--- src/rtl/riscv_pkg.sv ---
// Shared fetch-side types and constants: PC/instruction widths, fetch FSM
// states and the buffered instruction entry.
package riscv_pkg;

  localparam int PC_W    = 8;
  localparam int INST_W  = 32;
  localparam int PC_STEP = 4;
  localparam int FIFO_D  = 2;

  typedef enum logic [1:0] {
    IDLE = 2'd0,
    REQ  = 2'd1,
    WAIT = 2'd2
  } fetch_state_t;

  typedef struct packed {
    logic [PC_W-1:0]   pc;
    logic [INST_W-1:0] inst;
  } inst_entry;

endpackage

--- src/rtl/fetch_fifo.sv ---
// Small circular instruction buffer with synchronous push/pop/flush.
// The head reads zero while the buffer is empty.
module fetch_fifo #(
  parameter int DEPTH = 2,
  parameter int WIDTH = 40,
  parameter int AW    = $clog2(DEPTH)
) (
  input  logic             clk,
  input  logic             rst_n,
  input  logic             push,
  input  logic [WIDTH-1:0] push_data,
  input  logic             pop,
  input  logic             flush,
  output logic             head_valid,
  output logic [WIDTH-1:0] head_data,
  output logic [AW:0]      count
);

  logic [WIDTH-1:0] mem [DEPTH];
  logic [AW-1:0]    rd_ptr;
  logic [AW-1:0]    wr_ptr;
  logic             do_pop;
  logic             do_push;

  assign do_pop  = pop && (count != '0);
  // A full buffer can still take a push when the head leaves in the same cycle.
  assign do_push = push && ((count != (AW+1)'(DEPTH)) || do_pop);

  always_ff @(posedge clk or negedge rst_n) begin
    if (!rst_n) begin
      rd_ptr <= '0;
      wr_ptr <= '0;
      count  <= '0;
    end else if (flush) begin
      rd_ptr <= '0;
      wr_ptr <= '0;
      count  <= '0;
    end else begin
      if (do_push) wr_ptr <= wr_ptr + 1'b1;
      if (do_pop)  rd_ptr <= rd_ptr + 1'b1;
      case ({do_push, do_pop})
        2'b10:   count <= count + 1'b1;
        2'b01:   count <= count - 1'b1;
        default: count <= count;
      endcase
    end
  end

  always_ff @(posedge clk) begin
    if (do_push && !flush) mem[wr_ptr] <= push_data;
  end

  assign head_valid = (count != '0);
  assign head_data  = head_valid ? mem[rd_ptr] : '0;

endmodule

--- src/rtl/if_fetch.sv ---
// Instruction-fetch front end: issues one imem read at a time at pc_cur,
// steers the PC register via pc_next and buffers returned words for decode.
module if_fetch
  import riscv_pkg::*;
(
  input  logic              clk,
  input  logic              rst_n,
  input  logic [PC_W-1:0]   pc_cur,
  output logic [PC_W-1:0]   pc_next,
  output logic              imem_req_valid,
  output logic [PC_W-1:0]   imem_req_addr,
  input  logic              imem_req_ready,
  input  logic              imem_rsp_valid,
  input  logic [INST_W-1:0] imem_rsp_data,
  input  logic              redirect_valid,
  input  logic [PC_W-1:0]   redirect_pc,
  output logic              inst_valid,
  output logic [INST_W-1:0] inst_data,
  output logic [PC_W-1:0]   inst_pc,
  input  logic              inst_ready,
  output logic [1:0]        fetch_state
);

  localparam int CW = $clog2(FIFO_D) + 1;

  fetch_state_t    state;
  logic [PC_W-1:0] req_pc;
  logic            drop;
  logic [CW-1:0]   fifo_count;
  logic            credit_ok;
  logic            req_fire;
  logic            push;
  logic            pop;
  inst_entry       push_entry;
  inst_entry       head_entry;

  // Handshakes: a transfer happens on a cycle where valid && ready are both high.
  // Once raised, valid/addr hold until ready; only a redirect withdraws the
  // request, and only when memory is not accepting it in that same cycle.
  assign credit_ok      = (fifo_count < CW'(FIFO_D));
  assign imem_req_valid = (state == REQ) && credit_ok &&
                          (!redirect_valid || imem_req_ready);
  assign imem_req_addr  = pc_cur;
  assign req_fire       = imem_req_valid && imem_req_ready;

  assign push = (state == WAIT) && imem_rsp_valid && !drop && !redirect_valid;
  assign pop  = inst_ready && inst_valid;

  always_comb begin
    pc_next = pc_cur;
    if (redirect_valid) pc_next = redirect_pc;
    else if (req_fire)  pc_next = pc_cur + PC_W'(PC_STEP);
  end

  always_ff @(posedge clk or negedge rst_n) begin
    if (!rst_n) begin
      state  <= IDLE;
      req_pc <= '0;
      drop   <= 1'b0;
    end else begin
      case (state)
        IDLE: state <= REQ;
        REQ: begin
          if (req_fire) begin
            req_pc <= pc_cur;
            drop   <= redirect_valid;
            state  <= WAIT;
          end
        end
        WAIT: begin
          if (imem_rsp_valid) begin
            drop  <= 1'b0;
            state <= REQ;
          end else if (redirect_valid) begin
            drop <= 1'b1;
          end
        end
        default: state <= IDLE;
      endcase
    end
  end

  assign push_entry = '{pc: req_pc, inst: imem_rsp_data};

  fetch_fifo #(
    .DEPTH (FIFO_D),
    .WIDTH ($bits(inst_entry))
  ) u_fifo (
    .clk        (clk),
    .rst_n      (rst_n),
    .push       (push),
    .push_data  (push_entry),
    .pop        (pop),
    .flush      (redirect_valid),
    .head_valid (inst_valid),
    .head_data  (head_entry),
    .count      (fifo_count)
  );

  assign inst_data   = head_entry.inst;
  assign inst_pc     = head_entry.pc;
  assign fetch_state = state;

endmodule

--- config.mk ---
export PLATFORM = sky130hd
export DESIGN_NAME = if_fetch
export DESIGN_NICKNAME = d
export VERILOG_FILES = /design/src/rtl/riscv_pkg.sv /design/src/rtl/fetch_fifo.sv /design/src/rtl/if_fetch.sv
export SDC_FILE = /design/constraint.sdc
export NUM_CORES = 1
export LEC_CHECK = 0
export BUFFER_PORTS_ARGS = -buffer_cell sky130_fd_sc_hd__buf_4
export CAP_MARGIN = 20
export CORE_MARGIN = 2
export CORE_UTILIZATION = 30
export CTS_CLUSTER_DIAMETER = 80
export CTS_CLUSTER_SIZE = 40
export DETAILED_ROUTE_END_ITERATION = 8
export HOLD_SLACK_MARGIN = 0.03
export PLACE_DENSITY_LB_ADDON = 0.25
export SLEW_MARGIN = 15
export SYNTH_ARGS = -nofsm -noshare
export SYNTH_HDL_FRONTEND = slang
export SYNTH_SLANG_ARGS = --single-unit
--- constraint.sdc ---
create_clock -name clk -period 3.9 [get_ports clk]
set_input_delay 0.975 -clock clk [delete_from_list [all_inputs] [get_ports clk]]
set_output_delay 0.975 -clock clk [all_outputs]
set_load 0.02 [all_outputs]
==> run summary, run 1 <==
Worst Setup SP: imem_req_ready
Row count: 42
Synth-to-Final Area Change: 34.0%
Min Tclk post-route: 3.08 ns
Synth Area in Simple Gates: 10.5%
Worst IR Drop VDD: 0.269 mV
Most common cell on crit path: buf_4
Post-CTS setup buffers: 0
Synth Area in XOR/XNOR: 0.441%
Post-Place Cells: 559
Initial antenna violation count: 0
DP Wirelength: 5520 µm
Synth area leader: edfxtp_1
Ys flop type: edfxtp_1
Setup TNS Final: 0 ns
Reg2reg start: u_fifo.count[1]
Worst-case reg-to-reg path depth: 4
Die Area: 14200 µm²
Clock Pin Slew Worst Setup and Hold Paths: 0.06 ns
GP Congestion: 0.697
Post-synth EDFFs: 80
FFs w/ async S/R, synth: 15.8%
Largest family of logic cells by synthesized area: multiplexers
Worst Path Required: 2.92 ns
Non-filler cells, final: 575
DR iter-0 viols: 112
Nets: 449
Drt drc: 0
Hold Path Class: input pin to async pin
Post-CTS Hold Fix Bufs: 0
Dominant cells by area after synthesis: edfxtp_1 (60%), mux2i_1 (11%), dfrtp_1 (9.4%), nor2_1 (4.5%), nand2_1 (2.6%)
Register area share after synthesis: 69.9%
Fin Hold WS: 0.479 ns
Clock net sink count: 95
Clock Skews: 0.00418 ns
H-tree Lvls: 3
First-pass DRT Iterations: 4
Final setup vio count: 0
Cts repair resizes: 0
Final ANT Viol Nets: 0
Leakage: 0.00205 µW
Die Ht: 119 µm
Peak Freq: 325 MHz
DR WL/cell: 14.0 µm
Yosys cell types: 38
Mapped Nets: 342
CTS tree: yes
Share of layout cells above drive strength 1: 35.3%
Synth top area share: 60.4%
First-pass GRT wire length: 12700 µm
Avg Cell Area, Syn: 13.9 µm²
CP peak stage delay: 0.35 ns
Fillers: 1223
Vias in the first global route: 2505
RSZ-0062 raised after global routing: false
Synth Area in Compound Gates: 3.71%
Diode count: 0
Die width: 119 µm
Grt ovf: 0
Max Slew Vio Count: 0
Status: completed
Final WL: 8020 µm
Worst-Skew Late Latency: 0.34 ns
DR vias: 2547
Final cell utilization of the core: 40.7%
Relative max-transition margin: 39.3%
CP Capture Point: pc_next[5]
Setup ws final: 0.824 ns
Period Utilization, post-route: 78.9%
Most frequent cells in the layout: buf_4 (117), edfxtp_1 (80), nor2_1 (45), mux2i_1 (43), nand2_1 (28)
Post-Synthesis Cell Area: 3980 µm²
Largest net degree at the start of global routing: 30
Post-Synth Adder-Cell Area: 0.315%
Core area: 13100 µm²
Crit path launch type: input pin
Mux contribution to synthesized area: 11.4%
# port buffers: 113
Tot GR Track Use: 11.8%
Cells after Synth: 287
FF+latch count, synth: 95
Dpl ws: 0.850 ns
Starting Density: 30.4%
Vias per cell: 4.43
Root Driver: clkbuf_16
Cell Pwr Density: 474 nW/µm²
Final Hold Viols: 0
Commonest non-fill, non-tap cell in the layout: buf_4
Yosys warns: 0
Cell breakdown of the critical path: buf_4 -> nand4bb_1 -> buf_4 -> or3_1 -> a31oi_1 -> buf_4
Max_cap viols: 0
WS Path Type: input pin to output pin
Reg2Reg Setup Slack: 1.76 ns
Num CTS Buffers: 9
Worst slew pin tran: 0.897 ns
Crit-path slowest cell: or3_1
CP endpoint kind: output pin
CTS Buffer Depth: 2
I/O Pins: 114
Worst EP arrival: 2.10 ns
FF-to-FF End: u_fifo.mem[0][11]
Crit Path Max Fanout: 16
## synthesized netlist by cell type, types with 4 or more instances
cell       n
mux2i_1   43
clkbuf_1   8
nand2b_1   4
buf_4      8
dfrtp_1   15
nand2_1   28
buf_2      6
a21oi_1    4
nor2_1    48
inv_1      5
edfxtp_1  80
## state kept, by name, indices dropped and copies added (netlist names)
name           count
u_fifo.rd_ptr      1
fetch_state        2
u_fifo.mem        80
req_pc             8
u_fifo.wr_ptr      1
drop               1
u_fifo.count       2
## power by group
| group | leakage, µW | switching, µW | internal, µW |
|---|---|---|---|
| sequential | 0.000911 | 61.0 | 1200 |
| combinational | 0.000983 | 199 | 165 |
| clock | 0.000159 | 335 | 563 |
## cell families after synthesis
logic type      after synthesis
simple gates                 94
mux                          45
compound gates               22
buf+inv                      28
flops                        95
xor+xnor                      2
fa+ha+maj                     1
## worst min path at each step
stage	from	end	slack, ns	cells past startpoint
final	rst_n	fetch_state[0]	0.48	1
after global routing	rst_n	fetch_state[0]	0.48	1
after CTS	rst_n	fetch_state[0]	0.47	1
after detailed placement	req_pc[6]	u_fifo.mem[0][38]	0.47	0
after global placement	req_pc[6]	u_fifo.mem[0][38]	0.47	0
after floorplan	req_pc[0]	u_fifo.mem[0][32]	0.44	0
## per-stage QoR
stage,power [µW],instance area [µm²]
3_3_place_gp,1650,5010
4_1_cts,2560,5330
5_1_grt,2640,5330
3_5_place_dp,1660,5010
2_1_floorplan,1490,3980
6_report,2530,5330
## cell type report
cell class / count / area, µm² / share of cell area (%)
Sequential cell: 95 / 2780 / 52.2
Timing Repair Buffer: 119 / 918 / 17.2
Tap cell: 176 / 220 / 4.14
Multi-Input combinational cell: 164 / 1070 / 20.1
Clock buffer: 13 / 280 / 5.26
Inverter: 5 / 18.8 / 0.352
Clock inverter: 3 / 38.8 / 0.728
## per-layer routing
metal / wire (µm) / global-route usage, % / part of all wire, % / up-vias
li1: - / - / - / 1245
met1: 3520 / 14.7 / 44 / 1201
met2: 3720 / 18.4 / 46 / 88
met3: 632 / 4.45 / 7.9 / 13
met4: 150 / 4.91 / 1.9 / 0
met5: 0 / 0 / 0 / -
## critical path: cells and delay by family
family                 cells  cell delay [ns]
AO/OA/AOI/OAI              1             0.19
buffers and inverters      3             0.48
AND/OR/NAND/NOR            2             0.46
Power figures use the tool's default switching activity.
==> run 2: changes to the inputs <==
- ABC_AREA: unset -> 1
- clock period: 3.9 -> 3.05 ns (I/O delays scaled with it)
==> run summary, run 2 <==
Vias in the first global route: 2675 (+6.8%)
Final setup vio count: 0 (unchanged)
Worst slew pin tran: 0.768 ns (-0.129 ns)
Hold Path Class: input pin to async pin
Share of layout cells above drive strength 1: 31.6% (-3.7 points)
Most frequent cells in the layout: nand2_1 (132), buf_4 (118), edfxtp_1 (80), a21oi_1 (43), dfrtp_1 (15)
Final ANT Viol Nets: 0 (unchanged)
GP Congestion: 0.685 (-1.8%)
DP Wirelength: 5700 µm (+3.4%)
Cts repair resizes: 0 (unchanged)
Non-filler cells, final: 640 (+11%)
Top Layer Used: met4
Setup ws final: 0.518 ns (-0.305 ns)
Vias per cell: 4.39 (-0.91%)
Avg Cell Area, Syn: 11.1 µm² (-20%)
Post-Place Cells: 625 (+12%)
Synth Area in XOR/XNOR: 0.442% (+0.0014 points)
FF+latch count, synth: 95 (unchanged)
Fillers: 1233 (+0.82%)
CP endpoint kind: output pin
Die width: 119 µm (-0.15%)
Diode count: 0 (unchanged)
Yosys cell types: 23 (-39%)
Final Hold Viols: 0 (unchanged)
Largest family of logic cells by synthesized area: simple AND/OR/NAND/NOR gates
Cells after Synth: 357 (+24%)
Final WL: 8690 µm (+8.3%)
Synth area leader: edfxtp_1
Synth top area share: 60.6% (+0.19 points)
DR vias: 2809 (+10%)
Period Utilization, post-route: 83.0%
Drt drc: 0 (unchanged)
Initial antenna violation count: 0 (unchanged)
Root Driver: clkbuf_16
Worst-Skew Late Latency: 0.33 ns (about the same)
Max reg flops: 80 (unchanged)
Final instance area: 5290 µm² (-0.68%)
CTS Buffer Depth: 2 (unchanged)
Worst Path Required: 2.29 ns (-0.63 ns)
Met3 wire length: 469 µm (-26%)
Most frequent cell after synthesis: nand2_1
Clock Pin Slew Worst Setup and Hold Paths: 0.06 ns (about the same)
Clock Skews: 0.00748 ns (+0.00330 ns)
Met2 routed WL: 4060 µm (+9.1%)
Die Ht: 119 µm (-0.15%)
Largest net degree at the start of global routing: 43 (+43%)
H-tree Lvls: 3 (unchanged)
Num CTS Buffers: 9 (unchanged)
Final cell utilization of the core: 41.4% (+0.71 points)
Post-Route M1 WL: 4040 µm (+15%)
RSZ-0062 raised after global routing: false
I/O Pins: 114 (unchanged)
Grt ovf: 0 (unchanged)
First-pass DRT Iterations: 4 (unchanged)
Crit path launch type: register
Peak Freq: 395 MHz
DR iter-0 viols: 167 (+49%)
Mux contribution to synthesized area: 0% (-11 points)
Status: completed
Max_cap viols: 0 (unchanged)
Cell Pwr Density: 640 nW/µm² (+35%)
Most flop-heavy register: u_fifo.mem
# port buffers: 113 (unchanged)
Synth-to-Final Area Change: 33.5%
Dpl ws: 0.549 ns (-0.301 ns)
Post-CTS setup buffers: 0 (unchanged)
Post-synth EDFFs: 80 (unchanged)
Post-Synth Adder-Cell Area: 0.316% (+0.00099 points)
Placed standard-cell area: 4990 µm² (-0.40%)
Yosys warns: 0 (unchanged)
First-pass GRT wire length: 13500 µm (+6.4%)
Ys flop type: edfxtp_1
Synth Area in Compound Gates: 7.67% (+4.0 points)
Post-Synthesis Cell Area: 3960 µm² (-0.31%)
Core area: 12800 µm² (-2.4%)
Mapped Nets: 412 (+20%)
Dominant cells by area after synthesis: edfxtp_1 (61%), nand2_1 (13%), dfrtp_1 (9.5%), a21oi_1 (5.4%), o21ai_0 (1.6%)
Starting Density: 31.0% (+0.64 points)
Tot GR Track Use: 12.4% (+0.65 points)
Commonest non-fill, non-tap cell in the layout: nand2_1
Worst IR Drop VDD: 0.293 mV (+8.7%)
Min Tclk post-route: 2.53 ns
Relative max-transition margin: 48.7% (+9.5 points)
FFs w/ async S/R, synth: 15.8% (unchanged)
Synth Area in Simple Gates: 16.8% (+6.3 points)
Top flop regs: u_fifo.mem x80, req_pc x8
Max Slew Vio Count: 0 (unchanged)
Post-synth top cells: nand2_1 (132), edfxtp_1 (80), a21oi_1 (43), dfrtp_1 (15), clkbuf_1 (14)
DR WL/cell: 13.6 µm (-2.7%)
CTS tree: yes
Nets: 519 (+16%)
Die Area: 14100 µm² (-0.30%)
Post-CTS Hold Fix Bufs: 0 (unchanged)
Row count: 41 (-2.4%)
Worst EP arrival: 1.77 ns (-0.33 ns)
Clock net sink count: 95 (unchanged)
Register area share after synthesis: 70.1% (+0.22 points)
WS Path Type: register to output pin
Leakage: 0.00222 µW (+8.4%)
Crit Path Max Fanout: 42 (+26)
==> run 2: cell count changes in the layout (fill, tap and decap cells not counted), moves of 4 or more <==
cell,delta
a21oi_1,+39
clkbuf_8,-4
inv_1,+8
inv_2,+5
mux2i_1,-43
nand2_1,+104
nand2b_1,-4
nand3_1,+7
nor2_1,-41
o21ai_0,+10
==> run 2: worst max-delay path: stages, from the launching register on <==
cell	delay [ns]
dfrtp_1	0.38
inv_2	0.56
nand2_1	0.10
a21oi_1	0.20
buf_4	0.17
==> run 2: path summary, 6_finish.rpt <==
path	start	to	slack [ns]	cells past startpoint
min in group clk	req_pc[6]	u_fifo.mem[0][38]	0.49	0
worst max-delay path	u_fifo.rd_ptr	inst_data[18]	0.52	4
worst min register to register	req_pc[6]	u_fifo.mem[0][38]	0.49	0
worst min-delay path	rst_n	req_pc[4]	0.28	1
max in group asynchronous	rst_n	u_fifo.count[1]	2.59	1
worst max register to register	fetch_state[0]	u_fifo.mem[1][10]	1.35	6
==> run 2: power breakdown <==
part | switching [µW] | total [µW] | leakage (µW) | internal [µW]
logic | 390 | 635 | 0.00116 | 245
clock network | 433 | 1140 | 0.000150 | 708
registers | 69.8 | 1610 | 0.000912 | 1540
total | 893 | 3380 | 0.00222 | 2490
==> run 2: cell type report <==
class,instances,area (µm²),area share [%]
clock buffer,10,229,4.33
timing repair buffer,119,906,17.1
tap,172,215,4.07
sequential,95,2780,52.5
clock inverter,5,73.8,1.40
multi-input combinational,221,1020,19.3
inverter,18,67.6,1.28
==> run 2: metal layers <==
layer | up-vias | global-route usage [%]
li1 | 1413 | -
met1 | 1299 | 16.3
met2 | 87 | 19.8
met3 | 10 | 3.64
met4 | 0 | 4.24
met5 | - | 0
==> run 2: per-stage QoR <==
| stage | setup TNS, ns | total power [µW] | hold WS [ns] |
|---|---|---|---|
| after CTS | 0 | 3430 | 0.272 |
| final | 0 | 3380 | 0.275 |
| after global routing | 0 | 3550 | 0.272 |
| after floorplan | -18.66 | 2000 | 0.442 |
| after global placement | 0 | 2270 | 0.460 |
| after detailed placement | 0 | 2280 | 0.471 |
==> run 2: cells by family (layout without fill, tap and decap cells) <==
family | after synthesis | count (layout)
flops | 95 | 95
compound gates | 60 | 60
xor+xnor | 2 | 2
fa+ha+maj | 1 | 1
buf+inv | 41 | 152
simple gates | 158 | 158
